$ cat src/rtl/ps2_frame_tx.sv
// Serial frame transmitter: start(0), 8 data bits LSB first, odd parity, stop(1),
// with a generated serial clock whose rising edge lands mid-bit for the receiver.
module ps2_frame_tx #(
  parameter int CLKS_PER_BIT  = 4,
  parameter int IDLE_GAP_BITS = 1
) (
  input  logic       clk,
  input  logic       reset,
  input  logic [7:0] data_in,
  input  logic       data_valid,
  output logic       data_ready,
  output logic       serial_data_out,
  output logic       serial_clk_out,
  output logic       frame_done
);

  localparam int HALF       = CLKS_PER_BIT / 2;
  localparam int CW         = (CLKS_PER_BIT > 2) ? $clog2(CLKS_PER_BIT) : 1;
  localparam int GAP_CYCLES = IDLE_GAP_BITS * CLKS_PER_BIT;
  localparam int GW         = (GAP_CYCLES > 1) ? $clog2(GAP_CYCLES) : 1;
  localparam int GAP_LAST   = (GAP_CYCLES > 0) ? GAP_CYCLES - 1 : 0;

  localparam logic [CW-1:0] CYC_LAST  = CW'(CLKS_PER_BIT - 1);
  localparam logic [CW-1:0] DONE_AT   = CW'(CLKS_PER_BIT - 2);
  localparam logic [CW-1:0] HALF_LAST = CW'(HALF - 1);
  localparam logic [GW-1:0] GAP_END   = GW'(GAP_LAST);

  typedef enum logic [1:0] {IDLE, SHIFT, GAP} state_t;

  state_t        state;
  logic [CW-1:0] cyc_cnt;
  logic [3:0]    bit_idx;
  logic [GW-1:0] gap_cnt;
  logic [9:0]    frame_bits;
  logic          accept;

  function automatic logic odd_parity(input logic [7:0] b);
    return ~^b;
  endfunction

  assign data_ready = (state == IDLE);
  assign accept     = data_valid && (state == IDLE);

  // Bits 1..10 of the frame; the start bit is driven directly at acceptance.
  always_ff @(posedge clk) begin
    if (accept) frame_bits <= {1'b1, odd_parity(data_in), data_in};
  end

  always_ff @(posedge clk or negedge reset) begin
    if (!reset) begin
      state           <= IDLE;
      cyc_cnt         <= '0;
      bit_idx         <= '0;
      gap_cnt         <= '0;
      serial_data_out <= 1'b1;
      serial_clk_out  <= 1'b1;
      frame_done      <= 1'b0;
    end else begin
      case (state)
        IDLE: begin
          frame_done <= 1'b0;
          if (data_valid) begin
            state           <= SHIFT;
            bit_idx         <= '0;
            cyc_cnt         <= '0;
            serial_data_out <= 1'b0;
            serial_clk_out  <= 1'b0;
          end
        end
        SHIFT: begin
          if (cyc_cnt == CYC_LAST) begin
            cyc_cnt <= '0;
            if (bit_idx == 4'd10) begin
              frame_done      <= 1'b0;
              serial_data_out <= 1'b1;
              serial_clk_out  <= 1'b1;
              gap_cnt         <= '0;
              state           <= (GAP_CYCLES == 0) ? IDLE : GAP;
            end else begin
              bit_idx         <= bit_idx + 4'd1;
              serial_data_out <= frame_bits[bit_idx];
              serial_clk_out  <= 1'b0;
            end
          end else begin
            cyc_cnt        <= cyc_cnt + 1'b1;
            // Clock rises once the upcoming cycle is in the second half of the bit.
            serial_clk_out <= (cyc_cnt >= HALF_LAST);
            frame_done     <= (bit_idx == 4'd10) && (cyc_cnt == DONE_AT);
          end
        end
        GAP: begin
          if (gap_cnt == GAP_END) state <= IDLE;
          else                    gap_cnt <= gap_cnt + 1'b1;
        end
        default: state <= IDLE;
      endcase
    end
  end

endmodule

$ cat config.mk
export PLATFORM = sky130hd
export DESIGN_NAME = ps2_frame_tx
export DESIGN_NICKNAME = d
export VERILOG_FILES = /design/src/rtl/ps2_frame_tx.sv
export SDC_FILE = /design/constraint.sdc
export NUM_CORES = 1
export LEC_CHECK = 0
export BUFFER_PORTS_ARGS = -buffer_cell sky130_fd_sc_hd__buf_2
export CAP_MARGIN = 20
export CORE_MARGIN = 3
export CORE_UTILIZATION = 50
export DETAILED_ROUTE_END_ITERATION = 10
export PLACE_DENSITY = 0.77
export SETUP_SLACK_MARGIN = 0.15
export SYNTH_ARGS = -nofsm -noshare
export SYNTH_HDL_FRONTEND = slang
export SYNTH_SLANG_ARGS = --single-unit
export TNS_END_PERCENT = 30
$ cat constraint.sdc
create_clock -name clk -period 1.6 [get_ports clk]
set_input_delay 0.32 -clock clk [delete_from_list [all_inputs] [get_ports clk]]
set_output_delay 0.32 -clock clk [all_outputs]
set_load 0.1 [all_outputs]
==> results.cfg, run 1 <==
[status]
status = finished, final reports clean

[place]
dp.final_hpwl_um = 1669
gp_congestion = 0.8108
place_ws_ns = 0.1395
place_area_sq_um = 1350
dp_cells = 148
io_buffers = 14

[yosys]
ys_top_cells_by_count = dfrtp_1, nor2_1, edfxtp_1
ys_ff_latch = 22
synth.distinct_cells = 35
yosysTopAreaCell = dfrtp_1
ys_top_cells_by_area = dfrtp_1, edfxtp_1, ha_1, xnor2_1, dfstp_2
async_flop_share_pct = 59.09
yosysTopAreaCellShare_pct = 23.58
synth_area_sq_um = 1167
yosys_most_used_dff = dfrtp_1
synth-seq-area-share_pct = 51.23
synth_area_per_cell_sq_um = 11.22
synth-edff-count = 9
synthCells = 104
synth-warning-count = 0
synth.most_common_cell = dfrtp_1
synth_nets = 121

[drt]
route.detailed.drc = 0
dr.pass1.iters = 4
ant_nets = 0
drtIter0Drc = 14
routedWlPerCell_um = 14.69
drt-total-wl_um = 2277
dr_total_vias = 860
viasPerCell = 5.548

[cts]
root_buffer = clkbuf_4
numCtsBuffers = 3
clkLatencyLatePin_ns = 0.31
cts_tree = done
clk_pin_slew_ns = 0.12
cts_sinks = 22
cts_buffer_depth = 2
htreeDepth = 1

[worst_setup_path]
cp.buffers_inverters = 1
cp_cell_sequence = inv_2 > ha_4 > nand3b_4 > nand2_4 > mux2_4 > a22o_1
r2r_start = bit_idx[0]$_DFFE_PN0P_
crit_slowest_cell = dfrtp_1
endpoint_kind = register
critPathKind = register to register
slowest_delay_ns = 0.42
crit_family = flip-flops
regToRegEndpoint = bit_idx[1]$_DFFE_PN0P_
cp_max_fo = 4
worstRegToRegCells = 6
required_ns = 1.81
r2r_slack_ns = 0.15
startpoint_type = register
cp.arrival_ns = 1.67

[final_layout]
drive_above_1_share_pct = 31.25
fin_cells = 155
nNetsFinal = 146
design_area_sq_um = 1429
multi_input_area_sq_um = 575.6
fillCellCount = 163
seq_area_sq_um = 600.6
area_delta_synth_final_pct = 22.40
final_core_util_pct = 68.63
diodes = 0

[sta]
final_hold_viol_count = 0
maxSlewViolCount = 0
tns_ns = 0
clock_skew_ns = 0.005405
setup_slack_ns = 0.1453
tightestPinTransition_ns = 0.5925
final.min_clock_period_ns = 1.455
slew_headroom_pct = 60.42
period_share_pct = 90.92
setup_viol = 0
grt_setup_unrepaired = true
max_freq_ghz = 0.6874

[floorplanning]
rows = 16
die_w_um = 54.32
dieArea_sq_um = 2951
core_sq_um = 2082
die_h_um = 54.32
ioPinCount = 15
initial_utilization_pct = 56.07

[job]
maxCapViolCount = 0

[global_routing]
antenna_found_initial = 0
grt_max_degree = 14
grt_use_total_pct = 18.85
grt_pass1_wl_um = 3843
gr-total-overflow = 0
grt_pass1_vias = 859

[power_and_ir_drop]
swShare_pct = 43.27
p_comb_share_pct = 53.0
ir_drop_mv = 1.295
powerDensity_nw_per_um2 = 1779
pwr-share-seq_pct = 36.8
p_leak_nw = 0.6260
switchingPower_mw = 1.100
p_int_mw = 1.442
clkPwrFrac_pct = 10.3

[worst_hold_path]
hp-class = input port to register
min_from = data_in[2]
hold_depth = 1
hold_path_end = frame_bits[2]$_DFFE_PP_
[per-stage QoR]
stage                     hold WS [ns]  power (mW)
after global routing            0.1786       2.731
after detailed placement        0.2277       2.232
after floorplan                0.02441       1.885
final                           0.1985       2.542
after global placement          0.2244       2.184
after CTS                       0.1892       2.529
[timing repair]
action	in CTS	in global routing
buffers inserted	2	0
hold buffers	1	0
hold endpoints to repair	11	0
setup endpoints to repair	6	12
gates resized for setup	5	5
[layout by cell type (no fill, tap or decap), drive strengths merged, types with 2 or more instances in the layout]
cell type,count
mux2,2
a21oi,3
o21bai,2
nand2,8
inv,5
o21ai,7
nor3,2
dfrtp,11
edfxtp,9
mux2i,2
buf,22
a22o,4
nor2,10
nand3b,2
xnor2,7
nand2b,2
dfstp,2
ha,6
clkbuf,4
nand3,5
[layer usage]
layer	vias up	wire (um)	share of wire [%]	track usage, %
met5	-	0	0	0
met4	0	40	1.8	8.714
met3	4	74	3.2	3.270
met2	21	1131	50	31.08
met1	417	1031	45	23.92
li1	418	-	-	-
[state kept, by name, summed over array words and instances, names as in the netlist]
| signal | flops |
|---|---|
| bit_idx | 4 |
| cyc_cnt | 2 |
| frame_done | 1 |
| serial_clk_out | 1 |
| state | 2 |
| gap_cnt | 2 |
| serial_data_out | 1 |
| frame_bits | 9 |
[power by group through the flow]
stage                     sequential, mW  clock, mW  combinational, mW
after floorplan                     1.07          0              0.815
after global placement             0.916          0               1.27
after detailed placement           0.928          0               1.30
after CTS                          0.919      0.273               1.34
after global routing               0.957      0.302               1.47
final                              0.934      0.262               1.35
[area by class of cell]
cell class,count,share of cell area [%]
timing repair buffer,24,12.17
sequential,22,42.03
clock inverter,1,0.2627
clock buffer,3,1.576
inverter,5,1.313
multi-input combinational,73,40.28
tap,27,2.364
[logic make-up (layout without fill, tap and decap cells)]
kind of cell | Yosys count | in the layout | synth area share [%]
AOI/OAI and AO/OA | 22 | 22 | 12.43
xor gates and xnor gates | 7 | 7 | 5.252
adders and majority gates | 6 | 6 | 6.431
buffers and inverters | 9 | 33 | 3.323
DFF | 22 | 22 | 51.23
muxes | 5 | 5 | 5.894
and+or+nand+nor | 33 | 33 | 15.44
[worst max-delay path by stage]
stage / slack, ns / from / cells after the start / to
after CTS: 0.13 / cyc_cnt[0]$_DFFE_PN0P_ / 5 / gap_cnt[1]$_DFFE_PN0P_
after floorplan: 0.1 / state[1]$_DFFE_PN0P_ / 2 / data_ready
final: 0.15 / bit_idx[0]$_DFFE_PN0P_ / 6 / bit_idx[1]$_DFFE_PN0P_
after global routing: 0.08 / bit_idx[0]$_DFFE_PN0P_ / 6 / bit_idx[1]$_DFFE_PN0P_
after detailed placement: 0.14 / cyc_cnt[0]$_DFFE_PN0P_ / 5 / gap_cnt[1]$_DFFE_PN0P_
after global placement: 0.19 / bit_idx[0]$_DFFE_PN0P_ / 5 / serial_data_out$_DFFE_PN1P_
No activity file was read; power rests on OpenSTA's default activity.
==> inputs of run 2 (changes only) <==
--- a/config.mk
+++ b/config.mk
@@ -11,8 +11,8 @@
 export CORE_UTILIZATION = 50
 export DETAILED_ROUTE_END_ITERATION = 10
 export PLACE_DENSITY = 0.77
+export RECOVER_POWER = 25
 export SETUP_SLACK_MARGIN = 0.15
 export SYNTH_ARGS = -nofsm -noshare
 export SYNTH_HDL_FRONTEND = slang
 export SYNTH_SLANG_ARGS = --single-unit
-export TNS_END_PERCENT = 30
==> run 2 against run 1 <==
Die area stayed put. Fmax is 1.5% lower. Core utilization is 2.5 points higher. Routed wire length is 6.8% higher. Sequential power hardly changed. Total power is 4.9% higher. Setup slack worse by 0.023 ns. Global-route usage is 0.51 points higher. First-iteration DRC count is 7.1% higher. Worst hold slack better by 0.025 ns.
==> results.cfg, run 2 (same netlist as run 1, synthesis figures left out) <==
[worst_setup_path]
worstRegToRegCells = 6
r2r_start = bit_idx[0]$_DFFE_PN0P_
cp.arrival_ns = 1.16
critPathKind = register to output port
regToRegEndpoint = bit_idx[1]$_DFFE_PN0P_
endpoint_kind = output port
r2r_slack_ns = 0.16
required_ns = 1.28
cp_max_fo = 3
startpoint_type = register

[final_layout]
fin_cells = 160
fillCellCount = 164
nNetsFinal = 151
final_cell_mix = buf_4, clkbuf_1, nor2_1, edfxtp_1, dfrtp_1
multi_input_area_sq_um = 581.8
largest-register = frame_bits
reg_top3 = frame_bits x9, bit_idx x4
diodes = 0
area_delta_synth_final_pct = 26.90
largest_reg_flops = 9
seq_area_sq_um = 601.8
drive_above_1_share_pct = 28.57
design_area_sq_um = 1481
final_common_cell = buf_4
final_core_util_pct = 71.15

[place]
place_ws_ns = 0.08971
place_area_sq_um = 1349
dp.final_hpwl_um = 1699
io_buffers = 14
gp_congestion = 0.8185
dp_cells = 147

[worst_hold_path]
min_from = data_in[7]
hold_depth = 1
hold_path_end = frame_bits[7]$_DFFE_PP_
hp-class = input port to register

[cts]
clkLatencyLatePin_ns = 0.31
htreeDepth = 1
numCtsBuffers = 3
cts_buffer_depth = 2
clk_pin_slew_ns = 0.12
cts_tree = done
root_buffer = clkbuf_4
cts_sinks = 22

[floorplanning]
rows = 16
die_w_um = 54.32
core_sq_um = 2082
dieArea_sq_um = 2951
die_h_um = 54.32
initial_utilization_pct = 56.07
ioPinCount = 15

[power_and_ir_drop]
power.total_mw = 2.668
p_leak_nw = 0.6403
ir_drop_mv = 1.742
powerDensity_nw_per_um2 = 1801

[drt]
dr.pass1.iters = 4
ant_nets = 0
dr_total_vias = 868
drtIter0Drc = 15
routedWlPerCell_um = 15.19
viasPerCell = 5.425
drt-total-wl_um = 2431
route.detailed.drc = 0

[sta]
tns_ns = 0
max_freq_ghz = 0.6769
setup_slack_ns = 0.1227
setup_viol = 0
clock_skew_ns = 0.003385
final.min_clock_period_ns = 1.477
slew_headroom_pct = 48.85
tightestPinTransition_ns = 0.7673
period_share_pct = 92.33
hold_slack_ns = 0.2239
grt_setup_unrepaired = true
maxSlewViolCount = 0
final_hold_viol_count = 0

[global_routing]
antenna_found_initial = 0
grt_max_degree = 14
grt_use_total_pct = 19.35
grt_pass1_vias = 919
grt_pass1_wl_um = 3995
gr-total-overflow = 0

[job]
maxCapViolCount = 0

[status]
status = finished, final reports clean
run 2: changes by cell type in the layout (fill, tap and decap cells not counted), sizes merged:
cell,delta
clkbuf,+9
buf,-3
clkinv,-1
run 2: area by class of cell:
type                    count  share of cell area [%]
repair buffers             29                   14.61
flip-flops and latches     22                   40.63
well taps                  27                   2.280
inverters                   5                   1.436
multi-input cells          73                   39.27
clock buffers               4                   1.774
run 2: worst max-delay path, cell delays in order (launching register included):
cell     delay [ns]
dfrtp_2        0.44
buf_6          0.13
nor2_4         0.09
buf_12         0.18
run 2: per-layer routing:
metal	routed length (um)	track usage, %	vias up
met1	1075	23.91	419
li1	-	-	428
met2	1236	32.87	16
met4	41	8.714	0
met3	78	3.270	5
met5	0	0	-
run 2: how the worst max path moves through the flow:
stage,start,to,slack [ns],depth (start not counted)
after global placement,bit_idx[0]$_DFFE_PN0P_,bit_idx[1]$_DFFE_PN0P_,0.14,6
after global routing,state[0]$_DFFE_PN0P_,data_ready,0.08,3
final,state[0]$_DFFE_PN0P_,data_ready,0.12,3
after detailed placement,bit_idx[0]$_DFFE_PN0P_,bit_idx[1]$_DFFE_PN0P_,0.09,6
after floorplan,state[1]$_DFFE_PN0P_,data_ready,0.1,2
after CTS,state[0]$_DFFE_PN0P_,data_ready,0.12,3
run 2: where the power goes:
group	leakage (nW)	total [mW]	internal (mW)	switching [mW]
Clock	0.0150	0.273	0.0976	0.175
Combinational	0.385	1.46	0.663	0.795
Sequential	0.241	0.937	0.772	0.165
run 2: what timing repair did:
| action | CTS | global route |
|---|---|---|
| resized for setup | 8 | 6 |
| endpoints found under the setup margin | 7 | 12 |
| hold buffers | 1 | 0 |
| endpoints found under the hold margin | 11 | 0 |
| gates cloned | 0 | 0 |
| buffers inserted | 6 | 2 |
| pin swaps | 0 | 1 |
